==> src/rtl/onehot_pkg.sv <==
// Shared constants, FSM state encoding and helpers for the one-hot
// round-robin phase sequencer.
package onehot_pkg;

  localparam int unsigned NREQ  = 4;
  localparam int unsigned NPH   = 8;
  localparam int unsigned CNT_W = 4;
  localparam int unsigned IDX_W = 2;

  typedef enum logic [1:0] {
    ST_IDLE = 2'd0,
    ST_RUN  = 2'd1,
    ST_DONE = 2'd2
  } state_e;

  // Convert a one-hot (or zero) grant vector to its bit index.
  function automatic logic [IDX_W-1:0] oh2idx(input logic [NREQ-1:0] oh);
    logic [IDX_W-1:0] idx;
    idx = '0;
    for (int unsigned i = 0; i < NREQ; i++) begin
      if (oh[i]) idx = IDX_W'(i);
    end
    return idx;
  endfunction

endpackage

==> src/rtl/rr_arb4.sv <==
// Combinational 4-way round-robin picker: searches upward from the
// requester after the previous winner and returns a one-hot winner.
module rr_arb4
  import onehot_pkg::*;
(
  input  logic [NREQ-1:0]  req_i,
  input  logic [IDX_W-1:0] last_i,
  output logic [NREQ-1:0]  winner_c
);

  logic found;

  always_comb begin
    winner_c = '0;
    found    = 1'b0;
    for (int k = 1; k <= 4; k++) begin
      if (!found && req_i[IDX_W'(int'(last_i) + k)]) begin
        winner_c[IDX_W'(int'(last_i) + k)] = 1'b1;
        found = 1'b1;
      end
    end
  end

endmodule

==> src/rtl/onehot_rr_sched.sv <==
// Round-robin granted phase sequencer: the winner owns a run of steps+1
// one-hot phases, followed by a single-cycle DONE (optionally aborted).
module onehot_rr_sched #(
  parameter int unsigned NREQ = onehot_pkg::NREQ,
  parameter int unsigned NPH  = onehot_pkg::NPH
) (
  input  logic                         clk,
  input  logic                         reset,
  input  logic [NREQ-1:0]              req,
  input  logic [onehot_pkg::CNT_W-1:0] steps,
  input  logic                         abort,
  output logic [NREQ-1:0]              gnt,
  output logic                         busy,
  output logic [NPH-1:0]               one_hot,
  output logic [onehot_pkg::CNT_W-1:0] count,
  output logic                         done,
  output logic                         aborted
);

  import onehot_pkg::*;

  state_e            state_q,   state_d;
  logic [NREQ-1:0]   gnt_q,     gnt_d;
  logic [NPH-1:0]    one_hot_q, one_hot_d;
  logic [CNT_W-1:0]  count_q,   count_d;
  logic [CNT_W-1:0]  steps_q,   steps_d;
  logic              busy_q,    busy_d;
  logic              done_q,    done_d;
  logic              aborted_q, aborted_d;
  logic [IDX_W-1:0]  last_q,    last_d;
  logic [3:0]        arb_win_c;

  rr_arb4 u_arb (
    .req_i    (4'(req)),
    .last_i   (last_q),
    .winner_c (arb_win_c)
  );

  // Next-state and registered-output computation.
  always_comb begin
    state_d   = state_q;
    gnt_d     = gnt_q;
    one_hot_d = one_hot_q;
    count_d   = count_q;
    steps_d   = steps_q;
    busy_d    = busy_q;
    done_d    = 1'b0;
    aborted_d = 1'b0;
    last_d    = last_q;

    unique case (state_q)
      ST_IDLE: begin
        gnt_d     = '0;
        one_hot_d = '0;
        count_d   = '0;
        busy_d    = 1'b0;
        if (|req) begin
          state_d   = ST_RUN;
          gnt_d     = NREQ'(arb_win_c);
          one_hot_d = NPH'(1);
          steps_d   = steps;
          busy_d    = 1'b1;
        end
      end
      ST_RUN: begin
        // Abort wins over normal completion; count is frozen into DONE.
        if (abort || (count_q == steps_q)) begin
          state_d   = ST_DONE;
          one_hot_d = '0;
          done_d    = 1'b1;
          aborted_d = abort;
        end else begin
          one_hot_d = {one_hot_q[NPH-2:0], one_hot_q[NPH-1]};
          count_d   = count_q + CNT_W'(1);
        end
      end
      ST_DONE: begin
        state_d = ST_IDLE;
        gnt_d   = '0;
        count_d = '0;
        busy_d  = 1'b0;
        last_d  = oh2idx(4'(gnt_q));
      end
      default: begin
        state_d   = ST_IDLE;
        gnt_d     = '0;
        one_hot_d = '0;
        count_d   = '0;
        busy_d    = 1'b0;
      end
    endcase
  end

  always_ff @(posedge clk or posedge reset) begin
    if (reset) begin
      state_q   <= ST_IDLE;
      gnt_q     <= '0;
      one_hot_q <= '0;
      count_q   <= '0;
      steps_q   <= '0;
      busy_q    <= 1'b0;
      done_q    <= 1'b0;
      aborted_q <= 1'b0;
      last_q    <= IDX_W'(3);
    end else begin
      state_q   <= state_d;
      gnt_q     <= gnt_d;
      one_hot_q <= one_hot_d;
      count_q   <= count_d;
      steps_q   <= steps_d;
      busy_q    <= busy_d;
      done_q    <= done_d;
      aborted_q <= aborted_d;
      last_q    <= last_d;
    end
  end

  assign gnt     = gnt_q;
  assign busy    = busy_q;
  assign one_hot = one_hot_q;
  assign count   = count_q;
  assign done    = done_q;
  assign aborted = aborted_q;

endmodule

==> config.mk <==
export PLATFORM = sky130hd
export DESIGN_NAME = onehot_rr_sched
export DESIGN_NICKNAME = d
export VERILOG_FILES = /design/src/rtl/onehot_pkg.sv /design/src/rtl/rr_arb4.sv /design/src/rtl/onehot_rr_sched.sv
export SDC_FILE = /design/constraint.sdc
export NUM_CORES = 1
export LEC_CHECK = 0
export ABC_AREA = 1
export CAP_MARGIN = 20
export CORE_MARGIN = 2
export CORE_UTILIZATION = 40
export DETAILED_ROUTE_END_ITERATION = 10
export GPL_TIMING_DRIVEN = 0
export SLEW_MARGIN = 20
export SYNTH_ARGS = -nofsm -noshare
export SYNTH_HDL_FRONTEND = slang
export SYNTH_HIERARCHICAL = 1
export SYNTH_SLANG_ARGS = --single-unit
export TNS_END_PERCENT = 20
==> constraint.sdc <==
create_clock -name clk -period 4.7 [get_ports clk]
set_input_delay 0.94 -clock clk [delete_from_list [all_inputs] [get_ports clk]]
set_output_delay 0.94 -clock clk [all_outputs]
set_load 0.1 [all_outputs]
## Word-level counts from Yosys, hierarchy flattened

Index checks and enable logic that the tools add are counted.

| cells by class | value |
|---|---|
| $add $sub $neg | 5 |
| magnitude comparators | 8 |
| eq/ne operators | 6 |
| muxes and demuxes | 46 |
| bitwise gates (word level) | 3 |
| reduce and logical (&&, ||, !) cells | 15 |

Operator list:

| kind | count |
|---|---|
| 2-to-1 mux 4 bit | 7 |
| one-hot mux 8 bit (3 select lines) | 1 |
| 2-to-1 mux 1 bit | 22 |
| less-than comparator 2 x 4 -> 1 bit (second input constant) | 4 |
| bitwise OR 4 bit | 3 |
| binary-select mux 1 bit (select 2 bit) | 4 |
| demux 1 bit (select 2 bit) | 4 |
| >= comparator 2 x 1 -> 1 bit (second input constant) | 4 |
| 2-to-1 mux 2 bit | 4 |
| 2-to-1 mux 8 bit | 1 |
| one-hot mux 4 bit (2 select lines) | 1 |
| logical AND 1 bit | 7 |
| inequality test 2 bit (second input constant) | 3 |
| adder 2 x 1 -> 2 bit (second input constant) | 2 |
| adder 2 bit (second input constant) | 2 |
| adder 4 x 1 -> 4 bit (second input constant) | 1 |
| equality test 4 bit | 1 |
| one-hot mux 2 bit (2 select lines) | 1 |
| AND reduction 2 bit | 2 |
| OR reduction 4 bit | 1 |
| zero test 1 bit | 3 |
| equality test 2 x 1 -> 1 bit (second input constant) | 1 |
| equality test 2 bit (second input constant) | 1 |
| zero test 2 bit | 1 |
| other kinds (2) | 2 |

| word-level totals | value |
|---|---|
| register bits after elaboration | 27 |
| input port bits | 11 |
| output and inout bits | 19 |

## Longest topological paths before layout

| logic depth | value |
|---|---|
| depth in word-level cells | 16 |
| mapped depth | 12 |

## By module

The synthesis kept the hierarchy.

By module, submodules not included:

| module | instances | cells an instance | area an instance (um2) |
|---|---|---|---|
| onehot_rr_sched | 1 | 142 | 1224.9 |
| rr_arb4 | 1 | 81 | 499.2 |

## Worst setup path after synthesis

No wires, ideal clock.

| path | value |
|---|---|
| path kind | register to output |
| start point | reg count_q[2] (netlist: count[2]) |
| end point | out count[2] (netlist bit) |
| data arrival time | 0.996 ns |
| required time | 3.760 ns |
| setup slack | 2.764 ns |
| stages on the path, launching flop included | 1 |
| cell sequence | dfrtp_1 |

RTL lines:

| what | RTL line | RTL |
|---|---|---|
| start, declared | onehot_rr_sched.sv:25 | `logic [CNT_W-1:0] count_q, count_d;` |
| start signal, assigned | onehot_rr_sched.sv:109 | `count_q <= count_d;` |
| end, declared | onehot_rr_sched.sv:15 | `output logic [onehot_pkg::CNT_W-1:0] count,` |

No word-level cell between the ends.

## Worst setup path after layout

| path | value |
|---|---|
| start point | reg count_q[2] (netlist: count[2]) |
| end point | out count[2] (netlist bit) |

No word-level cell between the ends.

==> impl_metrics.csv <==
group,metric,value,unit
run_status,status,"complete, no violations",
clock_network,clkLatencyLatePin,270,ps
setup_path,path_buf_inv,1,
grt,grt_max_degree,15,
grt,gr-total-overflow,0,
die,num_rows,23,
grt,grt_pass1_wl,6640,microns
setup_path,cp_max_fo,7,
setup_path,path_class,"reg -> out",
synthesis,synth_top_family_by_area,"simple AND/OR/NAND/NOR gates",
sta,whs,488,ps
die,core_area,4090,sq um
die,die_x,69.7,microns
synthesis,yosysTopAreaCellShare,36.3,%
grt,use_met3,3.05,%
synthesis,synth_area_leaders,"dfrtp_1 36%, nand2_1 12%, nand3_1 7.5%, ha_1 6.5%, inv_1 5.9%",
synthesis,yosysSeqAreaShare,39.3,%
setup_path,path_cells,"clkdlybuf4s50_1",
route,ant_nets,0,
synthesis,yosysUniqueCellTypes,26,
route,vias,1532,
grt,grt_pass1_vias,1422,
synthesis,synthFlopType,"dfrtp_1",
sta,min_period,2900,ps
die,io_pins,30,
setup_path,crit_required,3760,ps
sta,fmax,345,MHz
route,dr.pass1.iters,4,
setup_path,critPathLaunch,"count[2]",
sta,clock_skew,4.28,ps
clock_network,cts_max_level,1,
setup_path,r2r-start,"last_q[0]",
final_layout,area_growth_syn_to_layout,23.9,%
synthesis,syn_avg_cell_area,7.73,sq um
final_layout,diodes,0,
synthesis,yosysTopAreaCell,"dfrtp_1",
setup_path,cp-start-kind,"flip-flop",
clock_network,root_buffer,"clkbuf_8",
route,drcViolationCount,0,
grt,track_usage,16.5,%
clock_network,clk_path_buf_depth,2,
synthesis,yosys_warnings,6,
sta,rsz0062_at_grt,"false",
power,p_leak,1.10,nW
grt,gr-usage-met1,24.4,%
synthesis,synthMuxAreaShare,0,%
grt,grt_antenna_before_repair,0,
route,via_per_inst,4.99,
setup_path,critPathArrivalTime,1960,ps
synthesis,synth_compound_area_share,7.76,%
job,max-cap-violations,0,
setup_path,crit_path_max_incr_delay,1190,ps
placed_design,portBuffers,29,
route,drt-initial-drc-count,104,
synthesis,synthSimpleGateAreaFrac,36.0,%
grt,gr-usage-met2,26.2,%
sta,worst_pin_slew,966,ps
clock_network,cts_setup_buffers,0,
sta,hold_violations,0,
synthesis,synth_common_cells,"55 x nand2_1, 27 x inv_1, 26 x nand3_1, 25 x dfrtp_1, 14 x a21oi_1",
clock_network,ctsHoldBuffers,0,
hold_path,worstHoldStart,"busy",
setup_path,slowest_stage,"clkdlybuf4s50_1",
die,dieArea,4850,sq um
setup_path,end_kind,"output pin",
clock_network,clk_pin_slew,90,ps
clock_network,tritoncts,"done",
synthesis,synthCells,223,
sta,tns,0,ps
clock_network,cts-resized-gates,0,
synthesis,synthMostInstantiatedCell,"nand2_1",
clock_network,cts_sinks,27,
synthesis,ys_ff_latch,27,
synthesis,syn_area,1720,sq um
sta,maxSlewHeadroom,35.4,%
power,power_density,693,nW/um^2
clock_network,cts-buffers-inserted,3,
sta,fin_crit_sh,61.7,%
die,die_h,69.7,microns
sta,final_max_slew_viol_count,0,
hold_path,hp-class,"reg -> reg",
power,totalPowerFinal,1.48,mW
synthesis,syn_nets,243,
synthesis,synth_xor_area_share,0.508,%
route,drt_wl_total,3760,microns
route,routedWlPerCell,12.3,microns
die,start_util,42.2,%
synthesis,synth-edff-count,0,
placed_design,post-dp-hpwl,2740,microns
synthesis,async_reset_ff_share,100,%
power,vdd_drop_max,0.000304,V
grt,grt_busiest_layer,"met2",
synthesis,synth_fa_ha_area_share,6.53,%
final_layout,drive_above_1_share,12.8,%
setup_path,path_delay_family,"buffers and inverters",
sta,setup-violations-final,0,
placed_design,gp_congestion,0.861,
final_layout,fin_nets,278,
stage by stage:
| stage | instance area (sq um) | setup slack, ps | utilization (%) | std cells |
|---|---|---|---|---|
| 2_1_floorplan | 1720 | 2760 | - | 223 |
| 3_3_place_gp | 2080 | 2120 | 50.8 | 302 |
| 3_5_place_dp | 2090 | 2110 | 51.2 | 303 |
| 4_1_cts | 2140 | 1800 | 52.3 | 307 |
| 5_1_grt | 2140 | 1760 | 52.3 | 307 |
| 6_report | 2140 | 1800 | 52.3 | 307 |
final timing paths:
kind / end / slack (ps) / cells after the start
hold reg to reg: busy / 490 / 2
setup reg to reg: gnt[3] / 2640 / 12
hold / removal: busy / 490 / 2
setup / recovery: count[2] / 1800 / 1
max in group asynchronous: last_q[1] / 3090 / 3
min in group asynchronous: steps_q[2] / 1020 / 2
flip-flops by register name, indices dropped and copies added (netlist names):
name,flops
steps_q,4
done,1
aborted,1
last_q,2
gnt,4
one_hot,8
state_q,2
busy,1
count,4
cell families after synthesis:
logic type | count (synthesis)
xor+xnor | 1
buf+inv | 39
compound gates | 24
fa+ha+maj | 9
simple gates | 123
flops | 27
layout make-up:
cell class                      count  area (sq um)
Fill cell                         403          1950
Timing Repair Buffer               30           305
Buffer                              6          41.3
Tap cell                           50          62.6
Clock buffer                        4          45.0
Sequential cell                    27           678
Inverter                           33           129
Multi-Input combinational cell    157           876
placed cells by master (no fill, tap or decap):
master and instances:
o21ai_1 4, inv_1 27, nand2_1 55, a21boi_0 4, buf_8 1, o22ai_1 1, inv_6 1, nand4_1 13
nand3_1 26, nor3_1 1, buf_6 2, clkdlybuf4s50_1 29, a21oi_1 14, dfrtp_1 25, nor2_8 1, inv_2 5
nand2_4 6, nand2_2 4, clkbuf_1 2, ha_1 9, nand3_2 1, xor2_1 1, buf_2 3, nor2_1 12
o21a_1 1, clkbuf_8 3, dfstp_2 2, nor2_4 1, nor2_2 3
per-layer routing:
metal / wire, microns / part of all wire (%)
met1: 1990 / 53
met2: 1590 / 42
met3: 169 / 4.5
met4: 19 / 0.50
met5: 0 / 0
where the power goes:
part | leakage, nW | total [mW] | switching [mW] | internal, mW
Combinational | 0.729 | 0.969 | 0.687 | 0.282
Sequential | 0.346 | 0.380 | 0.0717 | 0.308
Clock | 0.0228 | 0.132 | 0.0717 | 0.0608
Total | 1.10 | 1.48 | 0.831 | 0.651
Power figures use the tool's default switching activity.
==> RTL change 1 (same flow settings) <==
The 3 states of `state_e` get a one-hot encoding in 3 bits.
--- a/src/rtl/onehot_pkg.sv
+++ b/src/rtl/onehot_pkg.sv
@@ -8,8 +8,8 @@
   localparam int unsigned IDX_W = 2;
 
-  typedef enum logic [1:0] {
-    ST_IDLE = 2'd0,
-    ST_RUN  = 2'd1,
-    ST_DONE = 2'd2
+  typedef enum logic [2:0] {
+    ST_IDLE = 3'b001,
+    ST_RUN  = 3'b010,
+    ST_DONE = 3'b100
   } state_e;
 
Behaviour: no difference found for any inputs over 10 cycles, from zero or initial values and one cycle with reset high; not proved beyond that.
==> RTL change 1 against the unedited design <==
Cell area is 5.9% higher. Area after synthesis rose by 8.1%. Core utilization is 1.0 points lower. Power down 7.0%. Critical path depth stayed put. Routed wire length increased by 0.72%. Sequential share of layout area fell by 0.61 points. Non-clock buffer count did not move. Worst setup slack improved by 0.061 ns. Register-to-register slack lost 0.07 ns. Sequential cell count up 1. Via count is 1.1% higher. Largest power group unchanged.
==> RTL change 1: results (changes against the unedited design) <==
- Top cells by count, synth: nand2_1 (50), nand3_1 (31), dfrtp_1 (25), inv_1 (25), nor2_1 (11)
- Post-synthesis average cell area: 8.21 µm² (+6.2%)
- Vias in the first global route: 1519 (+6.8%)
- Layout cells sized above 1: 21.2% (+8.3 points)
- Outcome: finished, final reports clean
- Layout Skew: 0.00201 ns (-0.00226 ns)
- Drt via density: 4.96 (-0.51%)
- Pin count of the biggest net entering global routing: 29 (+14)
- Worst Max-Slew Pin Slew: 0.984 ns (+0.0183 ns)
- Max IR drop VDD: 0.000482 V (+59%)
- First-pass GRT wire length: 6.80 mm (+2.4%)
- CP peak stage delay: 1.17 ns (-0.02 ns)
- Sequential share of the synthesized area: 37.8% (-1.5 points)
- HPWL after DPL: 2.87 mm (+4.5%)
- Synth top area cells: dfrtp_1 (34%), nand2_1 (10%), nand3_1 (8.3%), ha_1 (6.0%), inv_1 (5.0%)
- Total track usage: 15.9% (-0.62 points)
- Post-Place Setup Slack: 2.15 ns (+0.0430 ns)
- WL/cell: 12.2 µm (-0.90%)
- Synth cell types: 29 (+12%)
- Static Leak: 1.09 nW (-0.84%)
- Synthesized Nets: 247 (+1.6%)
- Met3 Use GR: 1.53% (-1.5 points)
- Dpl cell area: 2220 µm² (+6.0%)
- Post-synthesis compound-gate area fraction: 9.54% (+1.8 points)
- Synth warnings: 6 (unchanged)
- Post-Synth XOR/XNOR Area: 0.940% (+0.43 points)
- Non-Filler Instances: 312 (+1.6%)
- CP max FO: 6 (-1)
- Met2 usage: 26.2% (about the same)
==> RTL change 1: changes by cell type after synthesis, moves of 3 or more <==
cell,change
a21oi_1,-6
a21oi_2,+4
nand2_1,-5
nand3_1,+5
nand3_2,+8
nand4_1,-11
o21ai_1,+4
o21ai_2,+3
==> RTL change 1: final cells by class <==
type | instances | area (µm²)
Buffer | 7 | 60.1
Multi-Input combinational cell | 161 | 977
Fill cell | 432 | 2150
Timing Repair Buffer | 29 | 290
Sequential cell | 28 | 704
Clock buffer | 4 | 45.0
Tap cell | 52 | 65.1
Inverter | 31 | 121
==> RTL change 1: through the flow <==
step           total power [W]  hold WS (ns)
2_1_floorplan          0.00107         0.506
3_3_place_gp           0.00125         0.464
3_5_place_dp           0.00126         0.462
4_1_cts                0.00139         0.493
5_1_grt                0.00149         0.511
6_report               0.00138         0.489
==> RTL change 1: metal layers <==
layer / wire, µm / share of wire, %
met5: 0 / 0
met4: 25 / 0.66
met3: 149 / 3.9
met2: 1790 / 47
met1: 1830 / 48
==> RTL change 1: worst reg2reg max path: cells and delay by family, from the launching register on <==
family          cells  cell delay (ns)
compound gates      1             0.09
fa+ha+maj           1             0.36
buf+inv             3             0.40
flops               1             0.68
simple gates        6             0.54
==> RTL change 1: final timing paths <==
path | start | end | slack [ns] | cells past startpoint
worst max-delay path | count[0] | count[0] | 1.86 | 1
worst min-delay path | busy | busy | 0.49 | 2
worst min register to register | busy | busy | 0.49 | 2
min in group asynchronous | reset | one_hot[2] | 1.06 | 2
max in group asynchronous | reset | state_q[0] | 3.26 | 2
worst max register to register | last_q[1] | gnt[3] | 2.57 | 11
==> RTL change 1: power breakdown <==
part | switching, W | internal, W
Sequential | 0.0000620 | 0.000315
Combinational | 0.000607 | 0.000267
Clock | 0.0000668 | 0.0000605
==> RTL change 2 (same settings) <==
Without the edit above. `CNT_W`: 4 -> 3.
--- a/src/rtl/onehot_pkg.sv
+++ b/src/rtl/onehot_pkg.sv
@@ -5,5 +5,5 @@
   localparam int unsigned NREQ  = 4;
   localparam int unsigned NPH   = 8;
-  localparam int unsigned CNT_W = 4;
+  localparam int unsigned CNT_W = 3;
   localparam int unsigned IDX_W = 2;
 
Interface: changed (resized count and steps); port bits go from 30 to 28. No check against the original RTL was run, so the function may have changed too.
==> RTL change 2 against the unedited design <==
Cell area decreased by 7.1%. Combinational power is 3.0% lower. Clock skew is 0.0011 ns lower. Critical endpoint unchanged. Worst setup slack better by 0.11 ns. Global-route usage shrank 0.37 points. Sequential cell count fell by 2. Critical path type unchanged. Core utilization shrank 1.9 points. Routed wire length decreased by 10%. Area after synthesis decreased by 6.7%. First-iteration DRC count decreased by 43%. Die area fell by 6.4%. Highest routed layer unchanged. Power is 4.1% lower.
==> RTL change 2: results (changes against the unedited design) <==
- Outcome: finished, final reports clean
- CP peak stage delay: 1.16 ns (-0.03 ns)
- Synthesized Nets: 219 (-9.9%)
- Initial DRC Count: 59 (-43%)
- Routability Congestion: 0.807 (-6.3%)
- Sequential share of the synthesized area: 39.1% (-0.27 points)
- Max IR drop VDD: 0.000340 V (+12%)
- Layout cells sized above 1: 11.7% (-1.2 points)
- First-pass GRT wire length: 5.69 mm (-14%)
- Number of fill cells: 391 (-3.0%)
- Flip-flop count of the largest register after layout: 8 (unchanged)
- Clk_lat worst skew: 0.26 ns
- HPWL after DPL: 2.48 mm (-9.7%)
- Layout Skew: 0.00314 ns (-0.00113 ns)
- Vias in the first global route: 1234 (-13%)
- CTS Root Cell: clkbuf_8
- IO buf count: 27 (-6.9%)
- CP max FO: 5 (-2)
- Pin count of the biggest net entering global routing: 26 (+11)
- Fin nets: 251 (-9.7%)
- Synth cell types: 27 (+3.8%)
- Synth top area cells: dfrtp_1 (36%), nand2_1 (13%), nand3_1 (8.7%), ha_1 (7.0%), inv_1 (4.7%)
- Arrival time at the worst endpoint: 1.85 ns (-0.11 ns)
- Wirelength, routed: 3.37 mm (-10%)
- Post-CTS setup buffers: 0 (unchanged)
- Top cells by count, synth: nand2_1 (54), nand3_1 (28), dfrtp_1 (23), inv_1 (20), a21oi_1 (12)
- Drt via density: 4.81 (-3.5%)
- Worst slew margin: 34.9% (-0.53 points)
RTL change 2: metrics by stage:
step | setup WS [ns] | cell area, µm² | cells | hold WS (ns) | util (%)
2_1_floorplan | 2.81 | 1610 | 200 | 0.463 | -
3_3_place_gp | 2.20 | 1940 | 277 | 0.471 | 49.2
5_1_grt | 1.86 | 1990 | 281 | 0.526 | 50.4
6_report | 1.91 | 1990 | 281 | 0.486 | 50.4
3_5_place_dp | 2.20 | 1940 | 277 | 0.470 | 49.2
4_1_cts | 1.90 | 1990 | 281 | 0.493 | 50.4
RTL change 2: cell type report:
class	instances	area, µm²	share of cell area, %
repair buffers	27	270	13.6
plain buffers	4	38.8	1.95
inverters	24	96.3	4.85
flip-flops and latches	25	628	31.6
multi-input cells	147	845	42.5
well taps	50	62.6	3.15
clock buffers	4	45.0	2.27
RTL change 2: final timing paths:
| kind | startpoint | to | slack, ns | depth (start not counted) |
|---|---|---|---|---|
| min reg2reg | busy | busy | 0.49 | 2 |
| min in group asynchronous | reset | busy | 1.18 | 2 |
| max | count[2] | count[2] | 1.91 | 1 |
| min | busy | busy | 0.49 | 2 |
| max in group asynchronous | reset | state_q[1] | 2.96 | 2 |
| max reg2reg | last_q[0] | gnt[2] | 2.62 | 12 |
RTL change 2: logic make-up (layout without fill, tap and decap cells):
kind of cell / count (synthesis) / after routing / share of synthesized area [%]
flops: 25 / 25 / 39.1
buf+inv: 28 / 59 / 8.40
xor+xnor: 2 / 2 / 1.09
fa+ha+maj: 9 / 9 / 7.00
compound gates: 19 / 19 / 6.69
simple gates: 117 / 117 / 37.7
RTL change 2: report_power, final:
part	total (W)	switching (W)	internal (W)
logic	0.000940	0.000656	0.000283
clock network	0.000124	0.0000634	0.0000605
registers	0.000357	0.0000707	0.000286
RTL change 2: metal layers:
metal | part of all wire [%] | up-vias | track usage [%]
met5 | 0 | - | 0
met4 | 0.36 | 0 | 3.83
met2 | 46 | 15 | 26.9
li1 | - | 715 | -
met1 | 51 | 621 | 22.5
met3 | 2.8 | 2 | 1.83
